## config.mk

```make
export PLATFORM = sky130hd
export DESIGN_NAME = accel_bus0_rr_sched
export DESIGN_NICKNAME = d
export VERILOG_FILES = /design/src/rtl/accel_bus0_rr_sched.sv
export SDC_FILE = /design/constraint.sdc
export NUM_CORES = 1
export LEC_CHECK = 0
export CORE_MARGIN = 3
export CORE_UTILIZATION = 45
export DETAILED_ROUTE_END_ITERATION = 10
export GPL_TIMING_DRIVEN = 0
export PLACE_DENSITY = 0.71
export SETUP_SLACK_MARGIN = 0.1
export SLEW_MARGIN = 15
export SYNTH_ARGS = -nofsm -noshare
export SYNTH_HDL_FRONTEND = slang
export SYNTH_SLANG_ARGS = --single-unit
```

## constraint.sdc

```tcl
create_clock -name i_clk -period 3.5 [get_ports i_clk]
set_clock_uncertainty 0.2 [all_clocks]
set_input_delay 0.35 -clock i_clk [delete_from_list [all_inputs] [get_ports i_clk]]
set_output_delay 0.35 -clock i_clk [all_outputs]
set_load 0.03 [all_outputs]
```

## src/rtl/accel_bus0_rr_sched.sv

```systemverilog
// Round-robin grant scheduler for the bus0 AXI interconnect: one grant per
// transaction (address handshake through completion) with a stall watchdog.
module accel_bus0_rr_sched #(
  parameter int NREQ     = 4,
  parameter int IDX_BITS = 2,
  parameter int TMO_BITS = 8
) (
  input  logic                i_clk,
  input  logic                i_rst,
  input  logic [NREQ-1:0]     i_req,
  input  logic [NREQ-1:0]     i_mask,
  input  logic                i_addr_fire,
  input  logic                i_done,
  input  logic [TMO_BITS-1:0] i_tmo_limit,
  output logic [NREQ-1:0]     o_gnt,
  output logic [IDX_BITS-1:0] o_gnt_idx,
  output logic                o_gnt_valid,
  output logic                o_busy,
  output logic                o_tmo,
  output logic [IDX_BITS-1:0] o_tmo_idx
);

  typedef enum logic [1:0] {
    ST_IDLE  = 2'd0,
    ST_GRANT = 2'd1,
    ST_DATA  = 2'd2
  } state_t;

  localparam logic [IDX_BITS:0]   NREQ_W   = (IDX_BITS+1)'(NREQ);
  localparam logic [IDX_BITS-1:0] LAST_IDX = IDX_BITS'(NREQ - 1);
  localparam logic [TMO_BITS-1:0] CNT_MAX  = '1;

  state_t                state_q, state_d;
  logic [IDX_BITS-1:0]   rr_ptr_q, rr_ptr_d;
  logic [IDX_BITS-1:0]   gnt_idx_q, gnt_idx_d;
  logic [NREQ-1:0]       gnt_q, gnt_d;
  logic [TMO_BITS-1:0]   tmo_cnt_q, tmo_cnt_d;
  logic                  tmo_q, tmo_d;
  logic [IDX_BITS-1:0]   tmo_idx_q, tmo_idx_d;

  logic [NREQ-1:0]       elig;
  logic [NREQ-1:0]       hit;
  logic [IDX_BITS-1:0]   cand [NREQ];
  logic [IDX_BITS-1:0]   sel_idx;
  logic                  any_elig;
  logic [IDX_BITS-1:0]   idx_next;
  logic [TMO_BITS-1:0]   cnt_inc;
  logic                  expire;

  assign elig     = i_req & ~i_mask;
  assign any_elig = |elig;

  // cand[gi] is the master visited gi steps after the round-robin pointer.
  for (genvar gi = 0; gi < NREQ; gi++) begin : g_cand
    logic [IDX_BITS:0] sum;
    assign sum      = {1'b0, rr_ptr_q} + (IDX_BITS+1)'(gi);
    assign cand[gi] = (sum >= NREQ_W) ? IDX_BITS'(sum - NREQ_W) : IDX_BITS'(sum);
    assign hit[gi]  = elig[cand[gi]];
  end

  // Scan from the farthest offset inward so the nearest hit wins.
  always_comb begin
    sel_idx = '0;
    for (int i = NREQ - 1; i >= 0; i--) begin
      if (hit[i]) sel_idx = cand[i];
    end
  end

  assign idx_next = (gnt_idx_q == LAST_IDX) ? '0 : gnt_idx_q + 1'b1;
  assign cnt_inc  = (tmo_cnt_q == CNT_MAX) ? tmo_cnt_q : tmo_cnt_q + 1'b1;
  assign expire   = (i_tmo_limit != '0) && (tmo_cnt_q == i_tmo_limit - 1'b1);

  always_comb begin
    state_d   = state_q;
    rr_ptr_d  = rr_ptr_q;
    gnt_idx_d = gnt_idx_q;
    gnt_d     = gnt_q;
    tmo_cnt_d = tmo_cnt_q;
    tmo_d     = 1'b0;
    tmo_idx_d = tmo_idx_q;

    case (state_q)
      ST_IDLE: begin
        if (any_elig) begin
          state_d   = ST_GRANT;
          gnt_idx_d = sel_idx;
          gnt_d     = NREQ'(1) << sel_idx;
          tmo_cnt_d = '0;
        end
      end

      ST_GRANT: begin
        tmo_cnt_d = cnt_inc;
        if (i_addr_fire && i_done) begin
          state_d  = ST_IDLE;
          gnt_d    = '0;
          rr_ptr_d = idx_next;
        end else if (expire) begin
          state_d   = ST_IDLE;
          gnt_d     = '0;
          rr_ptr_d  = idx_next;
          tmo_d     = 1'b1;
          tmo_idx_d = gnt_idx_q;
        end else if (i_addr_fire) begin
          state_d = ST_DATA;
        end else if (!i_req[gnt_idx_q]) begin
          // Master withdrew before its address was taken; it keeps its turn.
          state_d = ST_IDLE;
          gnt_d   = '0;
        end
      end

      ST_DATA: begin
        tmo_cnt_d = cnt_inc;
        if (i_done) begin
          state_d  = ST_IDLE;
          gnt_d    = '0;
          rr_ptr_d = idx_next;
        end else if (expire) begin
          state_d   = ST_IDLE;
          gnt_d     = '0;
          rr_ptr_d  = idx_next;
          tmo_d     = 1'b1;
          tmo_idx_d = gnt_idx_q;
        end
      end

      default: begin
        state_d = ST_IDLE;
        gnt_d   = '0;
      end
    endcase
  end

  always_ff @(posedge i_clk or posedge i_rst) begin
    if (i_rst) begin
      state_q   <= ST_IDLE;
      rr_ptr_q  <= '0;
      gnt_idx_q <= '0;
      gnt_q     <= '0;
      tmo_cnt_q <= '0;
      tmo_q     <= 1'b0;
      tmo_idx_q <= '0;
    end else begin
      state_q   <= state_d;
      rr_ptr_q  <= rr_ptr_d;
      gnt_idx_q <= gnt_idx_d;
      gnt_q     <= gnt_d;
      tmo_cnt_q <= tmo_cnt_d;
      tmo_q     <= tmo_d;
      tmo_idx_q <= tmo_idx_d;
    end
  end

  assign o_gnt       = gnt_q;
  assign o_gnt_idx   = gnt_idx_q;
  assign o_gnt_valid = (state_q != ST_IDLE);
  assign o_busy      = (state_q == ST_DATA);
  assign o_tmo       = tmo_q;
  assign o_tmo_idx   = tmo_idx_q;

endmodule

```

==> flow_metrics.env <==
export IMPL_syn_avg_cell_area_sq_um=8.99
export IMPL_grt_util_met1_pct=24.5
export IMPL_synth_nets=208
export IMPL_required_ns=3.50
export IMPL_drc=0
export IMPL_synth_top_area_share_pct=32.3
export IMPL_max_stage_delay_ns=0.59
export IMPL_final_seq_area_sq_um=526
export IMPL_netlist_area_sq_um=1630
export IMPL_wl_per_cell_microns=14.7
export IMPL_swShare_pct=45.1
export IMPL_wl_microns=3830
export IMPL_rsz0062_at_grt="no"
export IMPL_postSynthCellCount=181
export IMPL_viasPerCell=5.62
export IMPL_worst_setup_path_start_kind="input pin"
export IMPL_syn_to_final_growth_pct=23.6
export IMPL_finalSetupViolations=0
export IMPL_synth_ff_type="dfrtp_1"
export IMPL_ys_warn_count=0
export IMPL_cts_buffers=3
export IMPL_setup_tns_ns=0
export IMPL_die_area_sq_um=4370
export IMPL_fin_crit_ns=3.03
export IMPL_core_region_area_sq_um=3420
export IMPL_drv_slew=0
export IMPL_crit_chain="clkdlybuf4s50_1 > inv_1 > ha_1 > clkbuf_1 > xnor2_1 > a211oi_1 > a41oi_1 > a2111oi_4 > mux2_4 > mux2_1"
export IMPL_dr_total_vias=1466
export IMPL_seq_power_share_pct=32.2
export IMPL_cts_buffer_depth=2
export IMPL_pin_count=31
export IMPL_finalWeightedCongestion=0.872
export IMPL_power_switching_uw=541
export IMPL_synth_edf_count=0
export IMPL_antenna_found_initial=0
export IMPL_crit_fanout=7
export IMPL_fp_dieH_microns=66.1
export IMPL_hold_path_class="in -> async"
export IMPL_met2_usage_pct=30.5
export IMPL_path_class="in -> reg"
export IMPL_cts_hold_buf=0
export IMPL_end_kind="flip-flop"
export IMPL_max_freq_mhz=330
export IMPL_slowest_stage="clkdlybuf4s50_1"
export IMPL_yosys_cell_types_count=47
export IMPL_grt_max_degree=22
export IMPL_postRouteAntennaNets=0
export IMPL_io_buffer_count=30
export IMPL_hpwl_microns=3010
export IMPL_fin_crit_sh_pct=86.5
export IMPL_power_density_nw_per_um2=597
export IMPL_pwr_share_clk_pct=9.9
export IMPL_die_x_microns=66.1
export IMPL_drt_pass1_iterations=4
export IMPL_fin_util_pct=58.9
export IMPL_cap_violations=0
export IMPL_power_leakage_nw=0.880
export IMPL_ys_async_sr_fraction_pct=100
export IMPL_multi_input_area_sq_um=1030
export IMPL_startpoint="i_tmo_limit[0]"
export IMPL_busiest_layer="met2"
export IMPL_fin_hold_ws_ns=0.298
export IMPL_yosysTopAreaCell="dfrtp_1"
export IMPL_vdd_drop_max_mv=0.310
export IMPL_use_met3_pct=3.40
export IMPL_clock_sinks=21
export IMPL_ys_ff_latch=21
export IMPL_post_cts_repair_setup_buffers=0
export IMPL_synthTopCellsByArea="dfrtp_1 32%, a22o_1 5.4%, ha_1 5.4%, o21ai_0 4.0%, nand2_1 3.9%"
export IMPL_synth_seq_area_share_pct=32.3
export IMPL_grt_use_total_pct=18.6
export IMPL_initialDrtViolationCount=117
export IMPL_worst_slew_pin_slew_ns=0.822
export IMPL_worstSkewPairLatency_ns=0.30
export IMPL_max_slew_margin_rel_pct=45.2
export IMPL_clk_pin_slew_ns=0.12
export IMPL_rows=21
export IMPL_initial_core_util_pct=47.6
export IMPL_cts_tree="yes"
export IMPL_n_fill_cell=301
export IMPL_grt_pass1_vias=1416
export IMPL_critPathArrivalTime_ns=3.03
export IMPL_htreeDepth=1
export IMPL_diodes=0
export IMPL_nets=243
export IMPL_grt_pass1_wl_microns=6320
export IMPL_status="completed"
export IMPL_internal_power_uw=659
export IMPL_grt_overflow=0
export IMPL_drive_above_1_share_pct=7.91
export IMPL_power_frac_comb_pct=57.9
export IMPL_r2r_start="tmo_cnt_q[2]$_DFFE_PP0P_"
export IMPL_hold_violations=0
export IMPL_cts_resized=0
export IMPL_cts_root_buf="clkbuf_4"
[synthesized netlist by cell type, drive strengths merged, types with 2 or more instances]
library cell / instances
mux2: 5
o21ai: 14
a21oi: 7
nand2: 17
nor2b: 9
xnor2: 2
dfrtp: 21
mux2i: 4
o22ai: 2
clkbuf: 7
a22o: 10
nand3: 7
nand4: 3
or4: 2
ha: 7
buf: 2
and3: 3
xor2: 6
nor2: 13
nor3: 5
inv: 9
a21o: 4
a2bb2oi: 5
[cell usage in the layout (no fill, tap or decap), types with 2 or more instances in the layout]
| master | synthesis | layout |
|---|---|---|
| a21o_1 | 3 | 3 |
| a21oi_1 | 7 | 7 |
| a22o_1 | 10 | 10 |
| a2bb2oi_1 | 5 | 5 |
| and3_1 | 3 | 3 |
| clkbuf_1 | 7 | 8 |
| clkbuf_4 | 0 | 3 |
| clkdlybuf4s50_1 | 0 | 30 |
| dfrtp_1 | 21 | 21 |
| ha_1 | 7 | 7 |
| inv_1 | 9 | 9 |
| mux2_2 | 3 | 3 |
| mux2i_1 | 3 | 3 |
| nand2_1 | 17 | 17 |
| nand3_1 | 7 | 7 |
| nand4_1 | 3 | 3 |
| nor2_1 | 12 | 12 |
| nor2b_1 | 9 | 9 |
| nor3_1 | 5 | 5 |
| o21ai_0 | 13 | 13 |
| o22ai_1 | 2 | 2 |
| or4_1 | 2 | 2 |
| xnor2_1 | 2 | 2 |
| xor2_1 | 6 | 6 |
[critical path, delay by kind of cell]
family          cells  cell delay (ns)
compound gates      3             0.80
xor+xnor            1             0.16
mux                 2             0.65
buf+inv             3             0.87
fa+ha+maj           1             0.20
[cell type report]
class	instances	area share (%)
flip-flops and latches	21	26.1
multi-input cells	142	51.2
inverters	9	1.68
clock buffers	4	1.31
repair buffers	30	14.9
well taps	46	2.86
plain buffers	9	1.93
[stage by stage]
stage                     std cells  total power, mW  area (sq um)  worst slack [ns]
final                           261             1.20          2010             0.472
after global routing            261             1.30          2010             0.335
after CTS                       261             1.21          2010             0.463
after detailed placement        257             1.08          1980             0.109
after global placement          257             1.07          1980             0.209
after floorplan                 181            0.872          1630             0.986
[per-layer routing]
| metal | wire length (microns) | up-vias |
|---|---|---|
| met1 | 1810 | 703 |
| met4 | 40 | 0 |
| met5 | 0 | - |
| li1 | - | 729 |
| met3 | 134 | 4 |
| met2 | 1850 | 30 |
[cells by family (layout without fill, tap and decap cells)]
group           count (synthesis)  after routing  share of synthesized area [%]
buf+inv                        18             52                           4.46
flops                          21             21                           32.3
mux                            10             10                           8.31
compound gates                 54             54                           24.7
fa+ha+maj                       7              7                           5.38
simple gates                   63             63                           20.5
xor+xnor                        8              8                           4.31
[state kept, by name (all words and copies together) (netlist names)]
register	count
state_q	2
o_tmo	1
tmo_cnt_q	8
o_gnt	4
o_gnt_idx	2
o_tmo_idx	2
rr_ptr_q	2
[power by group through the flow]
| stage | clock network (mW) | registers (mW) | logic [mW] |
|---|---|---|---|
| final | 0.119 | 0.386 | 0.695 |
| after global routing | 0.139 | 0.400 | 0.763 |
| after CTS | 0.125 | 0.386 | 0.697 |
| after detailed placement | 0 | 0.390 | 0.693 |
| after global placement | 0 | 0.389 | 0.681 |
| after floorplan | 0 | 0.437 | 0.435 |
[path summary, 6_finish.rpt]
| kind | endpoint | slack, ns | cells past startpoint |
|---|---|---|---|
| max | rr_ptr_q[0]$_DFFE_PP0N_ | 0.47 | 10 |
| min reg2reg | state_q[1]$_DFFE_PP0P_ | 0.34 | 1 |
| max in group asynchronous | tmo_cnt_q[0]$_DFFE_PP0P_ | 2.30 | 2 |
| max reg2reg | rr_ptr_q[0]$_DFFE_PP0N_ | 1.06 | 8 |
| min in group i_clk | state_q[1]$_DFFE_PP0P_ | 0.34 | 1 |
| min | rr_ptr_q[1]$_DFFE_PP0N_ | 0.30 | 2 |
(Power assumes the default switching activity.)
